==> config.mk <==
export PLATFORM = sky130hd
export DESIGN_NAME = intr_ctrl
export DESIGN_NICKNAME = d
export VERILOG_FILES = /design/src/rtl/intr_pkg.sv /design/src/rtl/intr_prio_enc.sv /design/src/rtl/intr_ctrl.sv
export SDC_FILE = /design/constraint.sdc
export NUM_CORES = 1
export LEC_CHECK = 0
export BUFFER_PORTS_ARGS = -buffer_cell sky130_fd_sc_hd__buf_2
export CAP_MARGIN = 25
export CORE_MARGIN = 2
export CORE_UTILIZATION = 30
export CTS_BUF_LIST = sky130_fd_sc_hd__clkbuf_2
export DETAILED_ROUTE_END_ITERATION = 6
export GPL_TIMING_DRIVEN = 0
export PLACE_DENSITY_LB_ADDON = 0.2
export SETUP_SLACK_MARGIN = 0.15
export SLEW_MARGIN = 20
export SYNTH_ARGS = -nofsm -noshare
export SYNTH_HDL_FRONTEND = slang
export SYNTH_SLANG_ARGS = --single-unit
==> constraint.sdc <==
create_clock -name clk -period 1.8 [get_ports clk]
set_clock_uncertainty 0.1 [all_clocks]
set_input_delay 0.36 -clock clk [delete_from_list [all_inputs] [get_ports clk]]
set_output_delay 0.36 -clock clk [all_outputs]
set_load 0.05 [all_outputs]
==> src/rtl/intr_pkg.sv <==
// intr_pkg: shared FSM state encoding and interrupt source indices
package intr_pkg;
    typedef enum logic [1:0] {IDLE, REQ, SERVICE} state_t;
    localparam int SRC_BUTTON  = 0;
    localparam int SRC_TIMER   = 1;
    localparam int SRC_UART_RX = 2;
    localparam int SRC_SPARE   = 3;
endpackage

==> src/rtl/intr_prio_enc.sv <==
// intr_prio_enc: lowest-index-wins priority encoder
module intr_prio_enc #(
    parameter int NSRC    = 4,
    parameter int CAUSE_W = $clog2(NSRC)
) (
    input  logic [NSRC-1:0]    req,
    output logic [CAUSE_W-1:0] idx,
    output logic               valid
);
    always_comb begin
        idx = '0;
        for (int i = NSRC - 1; i >= 0; i--)
            idx = req[i] ? CAUSE_W'(i) : idx;
        valid = |req;
    end
endmodule

==> src/rtl/intr_ctrl.sv <==
// intr_ctrl: pending/mask latch with a committed req/ack/eoi handshake
module intr_ctrl
    import intr_pkg::*;
#(
    parameter int NSRC    = 4,
    parameter int CAUSE_W = $clog2(NSRC)
) (
    input  logic               clk,
    input  logic               rstn,
    input  logic [NSRC-1:0]    src_pulse,
    input  logic               mask_we,
    input  logic [NSRC-1:0]    mask_wdata,
    output logic [NSRC-1:0]    mask,
    output logic [NSRC-1:0]    pending,
    output logic [NSRC-1:0]    overrun,
    output logic               intr_req,
    output logic [CAUSE_W-1:0] intr_cause,
    input  logic               intr_ack,
    input  logic               eoi
);
    state_t              state;
    logic [CAUSE_W-1:0]  win;
    logic                win_valid;
    logic [NSRC-1:0]     ack_clr;

    intr_prio_enc #(.NSRC(NSRC), .CAUSE_W(CAUSE_W)) u_enc (
        .req   (pending & mask),
        .idx   (win),
        .valid (win_valid)
    );

    // a pulse coinciding with the ack re-arms pending without counting as overrun
    assign ack_clr = (state == REQ && intr_ack) ? (NSRC'(1) << intr_cause) : '0;

    always_ff @(posedge clk) begin
        if (!rstn) begin
            mask       <= '0;
            pending    <= '0;
            overrun    <= '0;
            intr_req   <= 1'b0;
            intr_cause <= '0;
            state      <= IDLE;
        end else begin
            if (mask_we)
                mask <= mask_wdata;
            pending <= (pending & ~ack_clr) | src_pulse;
            overrun <= (overrun & ~ack_clr) | (src_pulse & pending & ~ack_clr);
            case (state)
                IDLE: if (win_valid) begin
                    state      <= REQ;
                    intr_req   <= 1'b1;
                    intr_cause <= win;
                end
                REQ: if (intr_ack) begin
                    state    <= SERVICE;
                    intr_req <= 1'b0;
                end
                SERVICE: if (eoi)
                    state <= IDLE;
                default: state <= IDLE;
            endcase
        end
    end
endmodule

==> reports/metrics.csv, run 1 <==
metric,value,unit
synth_ff_type,dfxtp_1,
vias,634,
synth_cell_types,25,
ys_ff_latch,17,
grt_max_degree,11,
setup_viol,0,
internal_power,515,µW
r2r_end,pending[2]$_SDFF_PN0_,
max_stage_delay,0.50,ns
cp_num_buf_inv,1,
yosys_warnings,0,
syn2layout_area_growth,27.0,%
ant_nets,0,
drtIter0Drc,14,
hold_viol,0,
path_cells,clkbuf_4,
grt_setup_unrepaired,false,
nNetsFinal,116,
p_sw_share,35.9,%
antenna_found_initial,0,
dp_hpwl,1160,µm
std_cell_rows,17,
ff2ff_path_depth,3,
regToRegSetupSlack,0.57,ns
endpoint_kind,primary output,
initial_core_util,31.4,%
antennaDiodeCount,0,
pwr-share-seq,53.8,%
synth_area,696,µm²
viasPerCell,4.88,
dieArea,2720,µm²
clkLatencyLatePin,0.30,ns
synth-edff-count,0,
max_freq,0.643,GHz
yosysTopAreaCell,dfxtp_1,
async_flop_share,0,%
overflow,0,
ys_seq_area_share,48.9,%
wl,1560,µm
cts_buffer_depth,2,
htreeDepth,1,
synth_area_per_cell,9.66,µm²
maxSlewViolCount,0,
grt_use_total,12.3,%
cts_buffers,3,
port_buffers,26,
hp-start,intr_ack,
cp.required,1.34,ns
cp_max_fo,7,
final.min_clock_period,1.56,ns
grt_pass1_vias,535,
synth_top_area_share,48.9,%
relSlewSlack,80.1,%
finalSetupTns,0,ns
power_switching,289,µW
outcome,"finished, final reports clean",
vdd_drop_max,0.531,mV
yosys-top-cells-area,"dfxtp_1 (49%), a21oi_1 (6.5%), mux2i_1 (5.8%)",
crit_path_start_kind,flip-flop,
postCtsSetupBuffers,0,
fillers,251,
cp.arrival,1.10,ns
power_leakage,0.398,nW
wl_per_cell,12.0,µm
grt_pass1_wl,2440,µm
hold_path_class,primary input to flip-flop,
netlist_instances,72,
die_w,52.2,µm
r2r_start,state[0]$_SDFFE_PN0P_,
crit_type,flip-flop to primary output,
cp_top_family,flip-flops,
syn-num-nets,85,
power_density,910,nW/µm²
tightest_slew,0.299,ns
core,2210,µm²
ioPinCount,28,
drv_cap,0,
postLayoutCoreUtil,39.9,%
drc,0,
drive_gt1_share,40.2,%
p_comb_share,25.2,%
clock_power_share,21.0,%
crit_path_top_delay_cell,dfxtp_1,
drtPass1Iterations,4,
clock_sinks,17,
worstHoldEndpoint,state[0]$_SDFFE_PN0P_,
root_buffer,clkbuf_2,
cts.reportedPaths.clkPinSlew,0.17,ns
cts_tree,yes,
holdPathStages,2,
final_min_period_over_clock_period,86.4,%
place_congestion,0.718,
die_y,52.2,µm
==> registers in the layout, indices dropped and copies added, names as in the netlist <==
signal	cells
state	2
overrun	4
intr_cause	2
pending	4
mask	4
intr_req	1
==> repair_timing <==
item                       CTS  global route
hold buffers                 0             0
setup endpoints to repair    0             1
hold endpoints to repair     0             0
gates resized for setup      0             1
==> Yosys cell counts (3+ instances only) <==
cell type and count:
inv_1 5, a21oi_1 9, a211oi_2 3, mux2i_1 4, o21ai_0 4, nor2_1 6
dfxtp_1 17
==> cells by family after synthesis <==
group / after synthesis / synth area share (%)
flops: 17 / 48.9
buf+inv: 9 / 5.22
mux: 4 / 5.76
simple gates: 14 / 10.4
compound gates: 28 / 29.7
==> how the worst max path moves through the flow <==
stage / cells past startpoint / slack (ns) / from / endpoint
6_report: 1 / 0.24 / intr_cause[0]$_SDFFE_PN0P_ / intr_cause[0]
4_1_cts: 1 / 0.20 / intr_cause[0]$_SDFFE_PN0P_ / intr_cause[0]
2_1_floorplan: 3 / 0.36 / pending[1]$_SDFF_PN0_ / state[0]$_SDFFE_PN0P_
5_1_grt: 1 / 0.16 / intr_cause[0]$_SDFFE_PN0P_ / intr_cause[0]
3_5_place_dp: 1 / 0.59 / intr_cause[0]$_SDFFE_PN0P_ / intr_cause[0]
3_3_place_gp: 1 / 0.58 / intr_cause[0]$_SDFFE_PN0P_ / intr_cause[0]
==> metrics by stage <==
step	instance area [µm²]	cells	hold slack [ns]	power, mW	worst slack, ns
floorplan	696	72	0.360	0.588	0.362
global placement	861	126	0.348	0.641	0.585
detailed placement	861	126	0.349	0.643	0.591
CTS	881	130	0.138	0.813	0.202
global route	883	130	0.136	0.846	0.165
finish	883	130	0.150	0.804	0.245
==> power by group through the flow <==
| stage | Sequential (mW) | Combinational, mW | Clock (mW) |
|---|---|---|---|
| 2_1_floorplan | 0.518 | 0.0704 | 0 |
| 3_3_place_gp | 0.439 | 0.201 | 0 |
| 3_5_place_dp | 0.440 | 0.203 | 0 |
| 4_1_cts | 0.432 | 0.204 | 0.177 |
| 5_1_grt | 0.437 | 0.218 | 0.191 |
| 6_report | 0.432 | 0.203 | 0.169 |
==> area by class of cell <==
cell class	instances	area, µm²	share of cell area [%]
Clock buffer	3	15.0	1.70
Inverter	6	22.5	2.55
Timing Repair Buffer	26	133	15.0
Sequential cell	17	340	38.5
Tap cell	28	35.0	3.97
Buffer	3	13.8	1.56
Clock inverter	1	5.00	0.567
Multi-Input combinational cell	46	319	36.1
==> cells in the final DEF (no fill, tap or decap) <==
cell type / instances
a2111oi_2: 1
a211oi_1: 1
a211oi_2: 3
a21oi_1: 9
a22o_1: 2
a22o_2: 1
a311oi_1: 2
a31oi_1: 2
a32o_1: 1
a41oi_1: 1
buf_2: 27
clkbuf_1: 1
clkbuf_2: 3
clkbuf_4: 1
clkinv_2: 1
dfxtp_1: 17
inv_1: 5
inv_2: 1
mux2i_1: 4
nand2_1: 2
nand3_1: 1
nand3b_1: 1
nor2_1: 6
nor2_2: 2
nor3_1: 1
nor3b_2: 1
o21ai_0: 4
o21ai_1: 1
==> layer usage <==
metal / GRT usage (%) / part of all wire, % / up-vias
met3: 5.46 / 7.6 / 2
met5: 0 / 0 / -
met2: 17.9 / 45 / 25
met4: 2.56 / 0.70 / 0
met1: 16.7 / 47 / 281
li1: - / - / 326
Note: power is estimated with default switching activity, not from simulation.
==> run 2: changes to the inputs <==
Settings changed: BUFFER_PORTS_ARGS -buffer_cell sky130_fd_sc_hd__buf_2 to -buffer_cell sky130_fd_sc_hd__buf_4, CORE_UTILIZATION 30 to 34.
==> run 2 against run 1 <==
  * Utilization up 8.7 points
  * Design area increased by 6.9%
  * Non-clock buffer count did not move
  * Combinational power grew 9%
  * Fmax up 2.4%
  * Die area decreased by 11%
  * Clock-buffer cell count is the same
  * Total power is 2.6% higher
  * Via count up 2.7%
==> reports/metrics.csv, run 2 (synthesis results as in run 1) <==
metric,value,unit,change
wl_per_cell,11.5,µm,was 12.0 µm
cts_tree,yes,,unchanged
tightest_slew,0.289,ns,was 0.299 ns
clock_sinks,17,,unchanged
drv_cap,0,,unchanged
clkLatencyLatePin,0.31,ns,was 0.30 ns
antenna_found_initial,0,,unchanged
std_cell_rows,16,,was 17
endpoint_kind,primary output,,unchanged
drive_gt1_share,40.2,%,unchanged
place_inst,125,,was 126
worstHoldEndpoint,state[0]$_SDFFE_PN0P_,,unchanged
nNetsFinal,116,,unchanged
r2r_end,pending[3]$_SDFF_PN0_,,was pending[2]$_SDFF_PN0_
internal_power,535,µW,was 515 µW
hold_viol,0,,unchanged
pwr-share-seq,52.4,%,was 53.8%
ant_nets,0,,unchanged
crit_path_start_kind,flip-flop,,unchanged
dieArea,2420,µm²,was 2720 µm²
max_freq,0.658,GHz,was 0.643 GHz
ioPinCount,28,,unchanged
vias,651,,was 634
hold_path_class,primary input to flip-flop,,unchanged
vdd_drop_max,0.365,mV,was 0.531 mV
hp-start,intr_ack,,unchanged
postLayoutCoreUtil,48.6,%,was 39.9%
postCtsSetupBuffers,0,,unchanged
antennaDiodeCount,0,,unchanged
power_density,873,nW/µm²,was 910 nW/µm²
cts.hold.buffers_added,0,,unchanged
p_comb_share,26.9,%,was 25.2%
crit_type,flip-flop to primary output,,unchanged
dp_hpwl,1160,µm,about the same
cts-resized-gates,0,,unchanged
grt_setup_unrepaired,false,,unchanged
die_w,49.2,µm,was 52.2 µm
final_cell_mix,"buf_4 (26), dfxtp_1 (17), a21oi_1 (9)",,"was buf_2 (27), dfxtp_1 (17), a21oi_1 (9)"
cp_num_buf_inv,1,,unchanged
path_cells,buf_4,,was clkbuf_4
power_leakage,0.412,nW,was 0.398 nW
ff2ff_path_depth,3,,unchanged
drtIter0Drc,9,,was 14
crit_path_top_delay_cell,dfxtp_1,,unchanged
grt_pass1_wl,2530,µm,was 2440 µm
viasPerCell,5.05,,was 4.88
die_y,49.2,µm,was 52.2 µm
grt_pass1_vias,556,,was 535
drc,0,,unchanged
outcome,"finished, final reports clean",,unchanged
final_min_period_over_clock_period,84.4,%,was 86.4%
top_regs,"mask x4, overrun x4, pending x4",,unchanged
setup_viol,0,,unchanged
cp_max_fo,7,,unchanged
core,1940,µm²,was 2210 µm²
cp.arrival,1.06,ns,was 1.10 ns
cts_buffer_depth,2,,unchanged
p_sw_share,35.2,%,was 35.9%
p_total,825,µW,was 804 µW
htreeDepth,1,,unchanged
cp.required,1.34,ns,about the same
maxSlewViolCount,0,,unchanged
finalSetupTns,0,ns,unchanged
holdPathStages,2,,unchanged
regToRegSetupSlack,0.60,ns,was 0.57 ns
grt_use_total,13.7,%,was 12.3%
fin_cells,129,,was 130
port_buffers,26,,unchanged
initial_core_util,35.8,%,was 31.4%
cts.reportedPaths.clkPinSlew,0.17,ns,about the same
cts_buffers,3,,unchanged
syn2layout_area_growth,35.8,%,was 27.0%
r2r_start,state[0]$_SDFFE_PN0P_,,unchanged
power_switching,290,µW,was 289 µW
relSlewSlack,80.6,%,was 80.1%
clock_power_share,20.7,%,was 21.0%
max_stage_delay,0.50,ns,about the same
grt_max_degree,11,,unchanged
place_congestion,0.747,,was 0.718
drtPass1Iterations,4,,unchanged
root_buffer,clkbuf_2,,unchanged
final.min_clock_period,1.52,ns,was 1.56 ns
cp_top_family,flip-flops,,unchanged
wl,1490,µm,was 1560 µm
overflow,0,,unchanged
mostFrequentLayoutCell,buf_4,,was buf_2
## run 2: how the worst max path moves through the flow
| stage | depth (start not counted) | startpoint | endpoint | slack (ns) |
|---|---|---|---|---|
| floorplan | 3 | pending[1]$_SDFF_PN0_ | state[0]$_SDFFE_PN0P_ | 0.36 |
| global placement | 4 | rstn | intr_cause[1]$_SDFFE_PN0P_ | 0.60 |
| detailed placement | 4 | rstn | intr_cause[1]$_SDFFE_PN0P_ | 0.60 |
| CTS | 1 | intr_cause[0]$_SDFFE_PN0P_ | intr_cause[0] | 0.26 |
| global route | 1 | intr_cause[0]$_SDFFE_PN0P_ | intr_cause[0] | 0.19 |
| finish | 1 | intr_cause[0]$_SDFFE_PN0P_ | intr_cause[0] | 0.28 |
## run 2: power groups by stage
| stage | clock network (mW) | registers [mW] | logic [mW] |
|---|---|---|---|
| floorplan | 0 | 0.518 | 0.0704 |
| global placement | 0 | 0.440 | 0.221 |
| detailed placement | 0 | 0.441 | 0.223 |
| CTS | 0.178 | 0.433 | 0.223 |
| global route | 0.198 | 0.438 | 0.237 |
| finish | 0.171 | 0.432 | 0.222 |
## run 2: per-layer routing
metal	GRT usage (%)	up-vias	wire length, µm
met3	3.68	3	72
met2	20.5	14	680
met1	17.9	310	707
li1	-	324	-
met4	7.14	0	25
met5	0	-	0
## run 2: per-stage QoR
stage / hold slack [ns] / area, µm² / worst slack (ns)
final: 0.127 / 945 / 0.281
after CTS: 0.118 / 945 / 0.264
after floorplan: 0.360 / 696 / 0.362
after detailed placement: 0.350 / 925 / 0.602
after global routing: 0.0926 / 945 / 0.189
after global placement: 0.349 / 925 / 0.597
## run 2: area by class of cell
type | instances | area, µm²
fillers | 193 | 997
flip-flops and latches | 17 | 340
multi-input cells | 46 | 319
repair buffers | 26 | 195
well taps | 27 | 33.8
inverters | 6 | 22.5
clock buffers | 3 | 15.0
plain buffers | 3 | 13.8
clock inverters | 1 | 5.00
==> run 3: changes to the inputs <==
Clock period 1.8 ns to 1.2 ns, I/O delays scaled along.
==> run 3 against run 2 <==
  * Hold slack got worse by 0.10 ns
  * Largest cell class is now buffers
  * Total power increased by 71%
  * Clock power increased by 49%
  * Design area increased by 41%
  * Largest power group unchanged
  * Setup slack got worse by 0.28 ns
  * Sequential cell count unchanged
  * Utilization increased by 20 points
  * Cell count increased by 11%
  * First-iteration DRC count increased by 22%
  * Die area unchanged
==> reports/metrics.csv, run 3 (synthesis results as in run 1) <==
metric,value,unit,change
cts_tree,yes,,unchanged
crit_path_top_delay_cell,dfxtp_4,,was dfxtp_1
nNetsFinal,130,,was 116
port_buffers,26,,unchanged
pwr-share-seq,46.1,%,was 52.4%
grt_max_degree,11,,unchanged
root_buffer,clkbuf_2,,unchanged
path_cells,buf_8,,was buf_4
regArea,392,µm²,was 340 µm²
vdd_drop_max,0.801,mV,was 0.365 mV
drv_cap,0,,unchanged
p_comb_share,35.8,%,was 26.9%
mostFrequentLayoutCell,buf_4,,unchanged
clock_power_share,18.1,%,was 20.7%
wl_per_cell,12.9,µm,was 11.5 µm
cts_buffers,3,,unchanged
grt_use_total,16.5,%,was 13.7%
die_w,49.2,µm,unchanged
cp.required,0.86,ns,was 1.34 ns
wl,1840,µm,was 1490 µm
postLayoutCoreUtil,68.4,%,was 48.6%
viasPerCell,5.06,,was 5.05
final.min_clock_period,1.20,ns,
fin_area,1330,µm²,was 945 µm²
cp_max_fo,4,,was 7
relSlewSlack,80.4,%,was 80.6%
final_cell_mix,"buf_4 (21), buf_8 (15), dfxtp_4 (12)",,"was buf_4 (26), dfxtp_1 (17), a21oi_1 (9)"
drc,0,,unchanged
tightest_slew,0.294,ns,was 0.289 ns
cts.reportedPaths.clkPinSlew,0.16,ns,was 0.17 ns
p_sw_share,34.9,%,was 35.2%
dieArea,2420,µm²,unchanged
power_switching,492,µW,was 290 µW
power_density,1060,nW/µm²,was 873 nW/µm²
vias,724,,was 651
internal_power,915,µW,was 535 µW
grt_setup_unrepaired,true,,was false
antennaDiodeCount,0,,unchanged
cp.arrival,0.86,ns,was 1.06 ns
htreeDepth,1,,unchanged
cts_buffer_depth,2,,unchanged
ant_nets,0,,unchanged
max_stage_delay,0.41,ns,was 0.50 ns
std_cell_rows,16,,unchanged
dp_hpwl,1220,µm,was 1160 µm
initial_core_util,35.8,%,unchanged
antenna_found_initial,0,,unchanged
maxSlewViolCount,0,,unchanged
crit_path_start_kind,flip-flop,,unchanged
grt_pass1_vias,705,,was 556
post_dp_cell_area,988,µm²,was 925 µm²
power_leakage,0.556,nW,was 0.412 nW
grt_pass1_wl,3010,µm,was 2530 µm
cp_top_family,flip-flops,,unchanged
die_y,49.2,µm,unchanged
drtPass1Iterations,4,,unchanged
drtIter0Drc,11,,was 9
cp_num_buf_inv,1,,unchanged
hold_path_class,primary input to flip-flop,,unchanged
hold_viol,0,,unchanged
fillers,146,,was 193
syn2layout_area_growth,90.8,%,was 35.8%
clkLatencyLatePin,0.30,ns,was 0.31 ns
place_congestion,0.720,,was 0.747
top_regs,"mask x4, overrun x4, pending x4",,unchanged
core,1940,µm²,unchanged
multi_input_area,403,µm²,was 319 µm²
clock_sinks,17,,unchanged
crit_type,flip-flop to primary output,,unchanged
max_freq,0.836,GHz,
setup_viol,0,,unchanged
outcome,"finished, final reports clean",,unchanged
overflow,0,,unchanged
ioPinCount,28,,unchanged
final_min_period_over_clock_period,99.7,%,
endpoint_kind,primary output,,unchanged
drive_gt1_share,71.6,%,was 40.2%
-- run 3: cell types whose count changed in the layout (fill, tap and decap cells not counted), sizes merged --
cell,change
buf,+14
-- run 3: final cells by class --
class,instances,area share [%]
multi-input combinational,46,30.3
tap,27,2.54
timing repair buffer,40,32.9
clock buffer,3,1.13
buffer,3,1.51
inverter,6,1.70
clock inverter,1,0.377
sequential,17,29.5
-- run 3: per-stage QoR --
stage	power [mW]	hold WS, ns	setup WS [ns]	instances	TNS [ns]
detailed placement	1.01	0.345	0.00681	125	0
global placement	1.00	0.339	0.0377	125	0
floorplan	0.893	0.233	0.101	72	0
finish	1.41	0.0237	0.00406	143	0
CTS	1.40	0.000733	-0.0166	141	-0.0378
global route	1.48	0.00188	-0.0462	143	-0.374
-- run 3: routing by layer --
metal | routed length [µm] | global-route usage, % | up-vias
met2 | 947 | 26.6 | 24
met5 | 0 | 0 | -
met3 | 109 | 3.99 | 4
li1 | - | - | 356
met4 | 30 | 8.57 | 0
met1 | 756 | 20.3 | 340
-- run 3: power groups by stage --
| stage | combinational [mW] | clock, mW | sequential, mW |
|---|---|---|---|
| 3_5_place_dp | 0.346 | 0 | 0.664 |
| 3_3_place_gp | 0.341 | 0 | 0.662 |
| 2_1_floorplan | 0.114 | 0 | 0.780 |
| 6_report | 0.503 | 0.255 | 0.649 |
| 4_1_cts | 0.480 | 0.270 | 0.650 |
| 5_1_grt | 0.528 | 0.298 | 0.657 |
-- run 3: what timing repair did --
action | CTS | global route
buffers inserted | 12 | 2
hold buffers | 0 | 0
pin swaps | 8 | 7
setup endpoints to repair | 27 | 28
resized for setup | 46 | 5
-- run 3: worst paths after layout --
kind                                       startpoint               endpoint  slack, ns  cells after the start
worst max register to register   mask[1]$_SDFFE_PN0P_  intr_req$_SDFFE_PN0P_       0.01                      4
worst min register to register  intr_req$_SDFFE_PN0P_  intr_req$_SDFFE_PN0P_       0.40                      2
worst max-delay path            pending[2]$_SDFF_PN0_             pending[2]      0.004                      1
worst min-delay path                         intr_ack  state[0]$_SDFFE_PN0P_       0.02                      2
